**src/rtl/myproject_mac_pipe_pkg.sv**
```systemverilog
// Shared types, defaults and helpers for the pipelined signed MAC.
package myproject_mac_pipe_pkg;

   localparam int unsigned ACC_WIDTH_DEF = 48;
   // Wide container used by the sign-extension helper; covers every legal width.
   localparam int unsigned EXT_W = 128;

   // Per-sample sideband that travels alongside the product.
   typedef struct packed {
      logic vld;
      logic acc_en;
      logic acc_clr;
   } sb_t;

   localparam int unsigned SB_W = $bits(sb_t);

   // Sign-extend the low from_w bits of v to the full container width.
   function automatic logic [EXT_W-1:0] sext_to_acc(input logic [EXT_W-1:0] v,
                                                    input int unsigned      from_w);
      logic [EXT_W-1:0] mask;
      mask = (EXT_W'(1) << from_w) - EXT_W'(1);
      if ((v & (EXT_W'(1) << (from_w - 1))) != '0) begin
         return v | ~mask;
      end
      return v & mask;
   endfunction

   // Signed add overflow: operands agree in sign, result does not.
   function automatic logic add_ovf(input logic a_msb, input logic b_msb, input logic s_msb);
      return (a_msb == b_msb) && (s_msb != a_msb);
   endfunction

endpackage

```
**src/rtl/myproject_mac_pipe_mul.sv**
```systemverilog
// Pure signed multiplier with STAGES register stages (operands, then product),
// left without reset so the tools can retime it into DSP pipeline registers.
module myproject_mac_pipe_mul #(
   parameter int unsigned A_WIDTH = 16,
   parameter int unsigned B_WIDTH = 27,
   parameter int unsigned STAGES  = 2
) (
   input  logic                                clk,
   input  logic                                ce,
   input  logic signed [A_WIDTH-1:0]           a_i,
   input  logic signed [B_WIDTH-1:0]           b_i,
   output logic signed [A_WIDTH+B_WIDTH-1:0]   p_o
);

   localparam int unsigned FULL_W = A_WIDTH + B_WIDTH;

   if (STAGES == 0) begin : g_comb
      // No registers: product straight from the inputs.
      assign p_o = FULL_W'(a_i) * FULL_W'(b_i);
   end else begin : g_piped
      logic signed [A_WIDTH-1:0] a_q;
      logic signed [B_WIDTH-1:0] b_q;
      logic signed [FULL_W-1:0]  prod_c;

      // Operand capture stage.
      always_ff @(posedge clk) begin
         if (ce) begin
            a_q <= a_i;
            b_q <= b_i;
         end
      end

      assign prod_c = FULL_W'(a_q) * FULL_W'(b_q);

      if (STAGES == 1) begin : g_one
         assign p_o = prod_c;
      end else begin : g_prod
         localparam int unsigned PW = (STAGES - 1) * FULL_W;
         logic [PW-1:0] p_q;

         // Product delay line; newest entry at the bottom, oldest at the top.
         always_ff @(posedge clk) begin
            if (ce) begin
               p_q <= PW'({p_q, prod_c});
            end
         end

         assign p_o = p_q[PW-1 -: FULL_W];
      end
   end

endmodule

```
**src/rtl/myproject_mac_pipe.sv**
```systemverilog
// Pipelined signed multiply / multiply-accumulate with valid tracking,
// clock enable, per-sample accumulator clear and sticky overflow.
module myproject_mac_pipe
   import myproject_mac_pipe_pkg::*;
#(
   parameter int unsigned A_WIDTH   = 16,
   parameter int unsigned B_WIDTH   = 27,
   parameter int unsigned P_WIDTH   = 43,
   parameter int unsigned ACC_WIDTH = ACC_WIDTH_DEF,
   parameter int unsigned NUM_STAGE = 3
) (
   input  logic                        ap_clk,
   input  logic                        ap_rst,
   input  logic                        ce,
   input  logic                        in_valid,
   input  logic signed [A_WIDTH-1:0]   din0,
   input  logic signed [B_WIDTH-1:0]   din1,
   input  logic                        acc_en,
   input  logic                        acc_clr,
   output logic                        out_valid,
   output logic [ACC_WIDTH-1:0]        dout,
   output logic                        acc_ovf
);

   localparam int unsigned FULL_W = A_WIDTH + B_WIDTH;
   localparam int unsigned MUL_ST = NUM_STAGE - 1;

   logic signed [FULL_W-1:0] prod_full;
   logic [P_WIDTH-1:0]       prod_p;
   logic [ACC_WIDTH-1:0]     prod_acc;
   logic [ACC_WIDTH-1:0]     sum_c;
   sb_t                      sb_in;
   sb_t                      sb_fin;

   logic                 out_valid_q, out_valid_d;
   logic [ACC_WIDTH-1:0] dout_q, dout_d;
   logic [ACC_WIDTH-1:0] acc_q, acc_d;
   logic                 ovf_q, ovf_d;

   myproject_mac_pipe_mul #(
      .A_WIDTH (A_WIDTH),
      .B_WIDTH (B_WIDTH),
      .STAGES  (MUL_ST)
   ) u_mul (
      .clk (ap_clk),
      .ce  (ce),
      .a_i (din0),
      .b_i (din1),
      .p_o (prod_full)
   );

   assign sb_in = '{vld: in_valid, acc_en: acc_en, acc_clr: acc_clr};

   if (MUL_ST == 0) begin : g_sb_direct
      assign sb_fin = sb_in;
   end else begin : g_sb_pipe
      localparam int unsigned SBW = MUL_ST * SB_W;
      logic [SBW-1:0] sb_q;

      // Sideband delay line matched to the multiplier latency; reset kills in-flight valids.
      always_ff @(posedge ap_clk or posedge ap_rst) begin
         if (ap_rst) begin
            sb_q <= '0;
         end else if (ce) begin
            sb_q <= SBW'({sb_q, sb_in});
         end
      end

      assign sb_fin = sb_t'(sb_q[SBW-1 -: SB_W]);
   end

   // Truncate or extend the full product to P_WIDTH, then extend to the accumulator.
   assign prod_p   = P_WIDTH'(sext_to_acc(EXT_W'(prod_full), FULL_W));
   assign prod_acc = ACC_WIDTH'(sext_to_acc(EXT_W'(prod_p), P_WIDTH));
   assign sum_c    = acc_q + prod_acc;

   // Final stage next-state: result select, accumulator update and sticky overflow.
   always_comb begin
      out_valid_d = sb_fin.vld;
      dout_d      = dout_q;
      acc_d       = acc_q;
      ovf_d       = ovf_q;
      if (sb_fin.vld) begin
         if (sb_fin.acc_en) begin
            if (sb_fin.acc_clr) begin
               acc_d = prod_acc;
               ovf_d = 1'b0;
            end else begin
               acc_d = sum_c;
               ovf_d = ovf_q | add_ovf(acc_q[ACC_WIDTH-1], prod_acc[ACC_WIDTH-1],
                                       sum_c[ACC_WIDTH-1]);
            end
            dout_d = acc_d;
         end else begin
            dout_d = prod_acc;
         end
      end
   end

   // Final stage registers, frozen while ce is low.
   always_ff @(posedge ap_clk or posedge ap_rst) begin
      if (ap_rst) begin
         out_valid_q <= 1'b0;
         dout_q      <= '0;
         acc_q       <= '0;
         ovf_q       <= 1'b0;
      end else if (ce) begin
         out_valid_q <= out_valid_d;
         dout_q      <= dout_d;
         acc_q       <= acc_d;
         ovf_q       <= ovf_d;
      end
   end

   assign out_valid = out_valid_q;
   assign dout      = dout_q;
   assign acc_ovf   = ovf_q;

endmodule

```
**config.mk**
```make
export PLATFORM = sky130hd
export DESIGN_NAME = myproject_mac_pipe
export DESIGN_NICKNAME = d
export VERILOG_FILES = /design/src/rtl/myproject_mac_pipe_pkg.sv /design/src/rtl/myproject_mac_pipe_mul.sv /design/src/rtl/myproject_mac_pipe.sv
export SDC_FILE = /design/constraint.sdc
export NUM_CORES = 2
export LEC_CHECK = 0
export BUFFER_PORTS_ARGS = -buffer_cell sky130_fd_sc_hd__buf_2
export CAP_MARGIN = 40
export CORE_UTILIZATION = 45
export CTS_BUF_LIST = sky130_fd_sc_hd__clkbuf_8
export CTS_CLUSTER_DIAMETER = 80
export CTS_CLUSTER_SIZE = 14
export DETAILED_ROUTE_END_ITERATION = 7
export GPL_TIMING_DRIVEN = 0
export PLACE_DENSITY = 0.58
export SETUP_SLACK_MARGIN = 0.5
export SLEW_MARGIN = 10
export SYNTH_ARGS = -nofsm -noshare
export SYNTH_HDL_FRONTEND = slang
export SYNTH_HIERARCHICAL = 1
export SYNTH_SLANG_ARGS = --single-unit
```
**constraint.sdc**
```tcl
create_clock -name ap_clk -period 7.21 [get_ports ap_clk]
set_input_delay 1.0815 -clock ap_clk [delete_from_list [all_inputs] [get_ports ap_clk]]
set_output_delay 1.0815 -clock ap_clk [all_outputs]
set_load 0.01 [all_outputs]
```
==> metrics.md <==
| Metric | Value |
|---|---|
| ANT cells | `0` |
| Initial antenna violation count | `0` |
| First-pass GRT wire length | `119000 um` |
| Reg2Reg Depth | `22` |
| Max frequency | `0.150 GHz` |
| CP endpoint kind | `register` |
| Hold Fails Final Rpt | `0` |
| Max-cap violations | `0` |
| Fin util | `51.1%` |
| Crit path largest cell delay | `0.59 ns` |
| Post-Route Skew | `0.0266 ns` |
| Fillers | `5206` |
| Die area | `0.0573 sq mm` |
| Largest cells by area after synthesis | `fa_1 (33%), dfrtp_1 (10%), edfxtp_1 (10%)` |
| Crit path DAT | `6.99 ns` |
| Number of setup violations in the final report | `0` |
| Asr flop ratio synth | `54.7%` |
| Area Growth Syn to Fin | `11.6%` |
| Yosys warns | `6` |
| Synth Register Bits | `190` |
| Post-synth EDFFs | `86` |
| Fin crit period | `6.66 ns` |
| Critical Path, Cell by Cell | `clkbuf_8, and2_1, fa_1, inv_1, fa_1, fa_2, inv_1, fa_1, fa_1, inv_1, fa_1, inv_1, ha_4, a41o_1, a221o_1, a221oi_4, buf_12, a211oi_4, o311ai_4, o21ai_2, a221oi_2, xnor2_1` |
| # rows | `86` |
| Final wirelength | `76200 um` |
| H-tree lvl count | `4` |
| Gr ovfl total | `0` |
| CTS sink count | `190` |
| FF/Latch Area | `0.00518 sq mm` |
| Vias in the first global route | `20700` |
| IO Count | `99` |
| Drt wl/cell | `20.9 um` |
| Hold Path Class | `input port to async pin` |
| I/O Buffers | `98` |
| Multi-input logic area | `0.0180 sq mm` |
| List of most frequent post-synthesis cells | `inv_1 (506), fa_1 (417), nand2_1 (368)` |
| Crit path top cell by count | `fa_1` |
| Final GP Congestion | `0.964` |
| Clock tree buffer depth | `2` |
| Pre-CTS setup slack | `-0.652 ns` |
| CP required | `7.53 ns` |
| Synthesized Nets | `3321` |
| RSZ-0062 raised after global routing | `true` |
| CTS tree | `done` |
| Reg2reg end | `u_mul/p_o[42]` |
| Slew Limit Headroom | `43.4%` |
| Worst r2r src | `u_mul/g_piped.a_q[5]` |
| Kind of critical path | `register to register` |
| Flop-to-flop setup slack | `0.55 ns` |
| Avg Cell Area, Syn | `9.38 sq um` |
| Die height | `239 um` |
| Outcome | `finished, final reports clean` |
| Starting density of the core | `45.8%` |
| Worst skew pair latency | `0.58 ns` |
| Max-slew violations | `0` |
| Pin count of the biggest net entering global routing | `81` |
| Final WS setup | `0.548 ns` |
| Die Wd | `239 um` |
| Post-DP HPWL | `60700 um` |
| TritonRoute pass-1 iters | `5` |
| Seq/Total Area, Yosys | `20.4%` |
| Root Buffer | `clkbuf_8` |
| Clock Pin Slew Worst Setup and Hold Paths | `0.12 ns` |
| Synth area leader | `fa_1` |
| CTS hold repair buffers | `0` |
| Layout cells sized above 1 | `12.4%` |
| CP Launch Type | `register` |
| Num CTS Buffers | `17` |
| Yosys cell types | `86` |
| GRT Total Usage | `27.9%` |
| Residual DRC | `0` |
| Cell count after synthesis | `2704` |
| Dominant cell by count in the synthesized netlist | `inv_1` |
| Final ANT Viol Nets | `0` |
| 1st-iter DRT viols | `1142` |
| Overall via count from detail_route | `19400` |
| Post-Syn Area | `0.0254 sq mm` |
| Core area | `0.0554 sq mm` |
| Vias per cell | `5.31` |
| Ys flop type | `dfrtp_1` |
| Worst path slowest cell | `fa_1` |
| Post-route clock period utilization | `92.4%` |
| Crit Path Max Fanout | `6` |
| Synth top area share | `32.9%` |
| Nets | `3502` |
| Worst slew pin tran | `0.849 ns` |
layout make-up:
type | instances | share of cell area (%)
inverters | 506 | 6.73
repair buffers | 162 | 3.75
flip-flops and latches | 190 | 18.3
plain buffers | 132 | 2.97
clock buffers | 18 | 0.875
multi-input cells | 1876 | 63.6
well taps | 748 | 3.31
clock inverters | 14 | 0.455
logic make-up after synthesis:
kind of cell	count (synthesis)	share of synthesized area, %
simple gates	768	14.4
flops	190	20.4
xor+xnor	90	3.11
compound gates	419	10.7
fa+ha+maj	568	40.4
mux	31	1.28
buf+inv	638	9.74
how the worst max path moves through the flow:
stage                               startpoint       endpoint  slack (ns)
after global placement    u_mul/g_piped.a_q[7]  u_mul/p_o[41]       -0.64
after floorplan           u_mul/g_piped.a_q[7]  u_mul/p_o[42]        0.88
after CTS                 u_mul/g_piped.a_q[5]  u_mul/p_o[42]        0.36
final                     u_mul/g_piped.a_q[5]  u_mul/p_o[42]        0.55
after global routing      u_mul/g_piped.a_q[4]  u_mul/p_o[41]        0.37
after detailed placement  u_mul/g_piped.a_q[7]  u_mul/p_o[41]       -0.65
through the flow:
step / setup TNS (ns) / instances / area, sq um / hold WS [ns]
after global routing: 0 / 3646 / 28300 / 0.430
after floorplan: 0 / 2704 / 25400 / 0.450
after CTS: 0 / 3623 / 27900 / 0.408
after detailed placement: -5.33 / 3556 / 26900 / 0.465
final: 0 / 3646 / 28300 / 0.444
after global placement: -5.35 / 3550 / 26800 / 0.454
per-layer routing:
metal	GRT usage, %	wire length (um)	vias up
met5	0	0	-
li1	-	-	8832
met2	45.9	35600	656
met3	5.45	4890	149
met4	11.5	3210	0
met1	36.0	32400	9718
placed cells by master (no fill, tap or decap), types with 59 or more instances in the layout:
cell type | Yosys | layout
inv_1 | 506 | 503
fa_1 | 417 | 409
nand2_1 | 368 | 367
and2_1 | 186 | 183
ha_1 | 151 | 140
a21oi_1 | 125 | 120
dfrtp_1 | 104 | 104
buf_2 | 3 | 103
o21ai_0 | 103 | 100
nor2_1 | 95 | 95
edfxtp_1 | 86 | 86
buf_4 | 1 | 61
xnor2_1 | 59 | 59
sequential cells by signal, summed over array words and instances (netlist names):
signal and flops:
dout 48, out_valid 1, u_mul/p_o 43, acc_ovf 1, g_sb_pipe.sb_q 6, acc_q 48
u_mul/g_piped.a_q 16, u_mul/g_piped.b_q 27
repair_timing:
action                     CTS  global route
resized for setup          117            81
pin swaps                   16            29
hold endpoints to repair     0             0
setup endpoints to repair   27            14
setup buffers               35            23
cloned                       0             0
critical path: cells and delay by family (launching register included):
family                     cells  cell delay [ns]
DFF                            1             0.56
adders and majority gates      7             3.36
and+or+nand+nor                1             0.16
xor gates and xnor gates       1             0.11
buffers and inverters          6             0.63
AOI/OAI and AO/OA              7             1.62
Power is not shown: default switching activity piles up to over one toggle a cycle in this logic, so the estimate is an artifact.
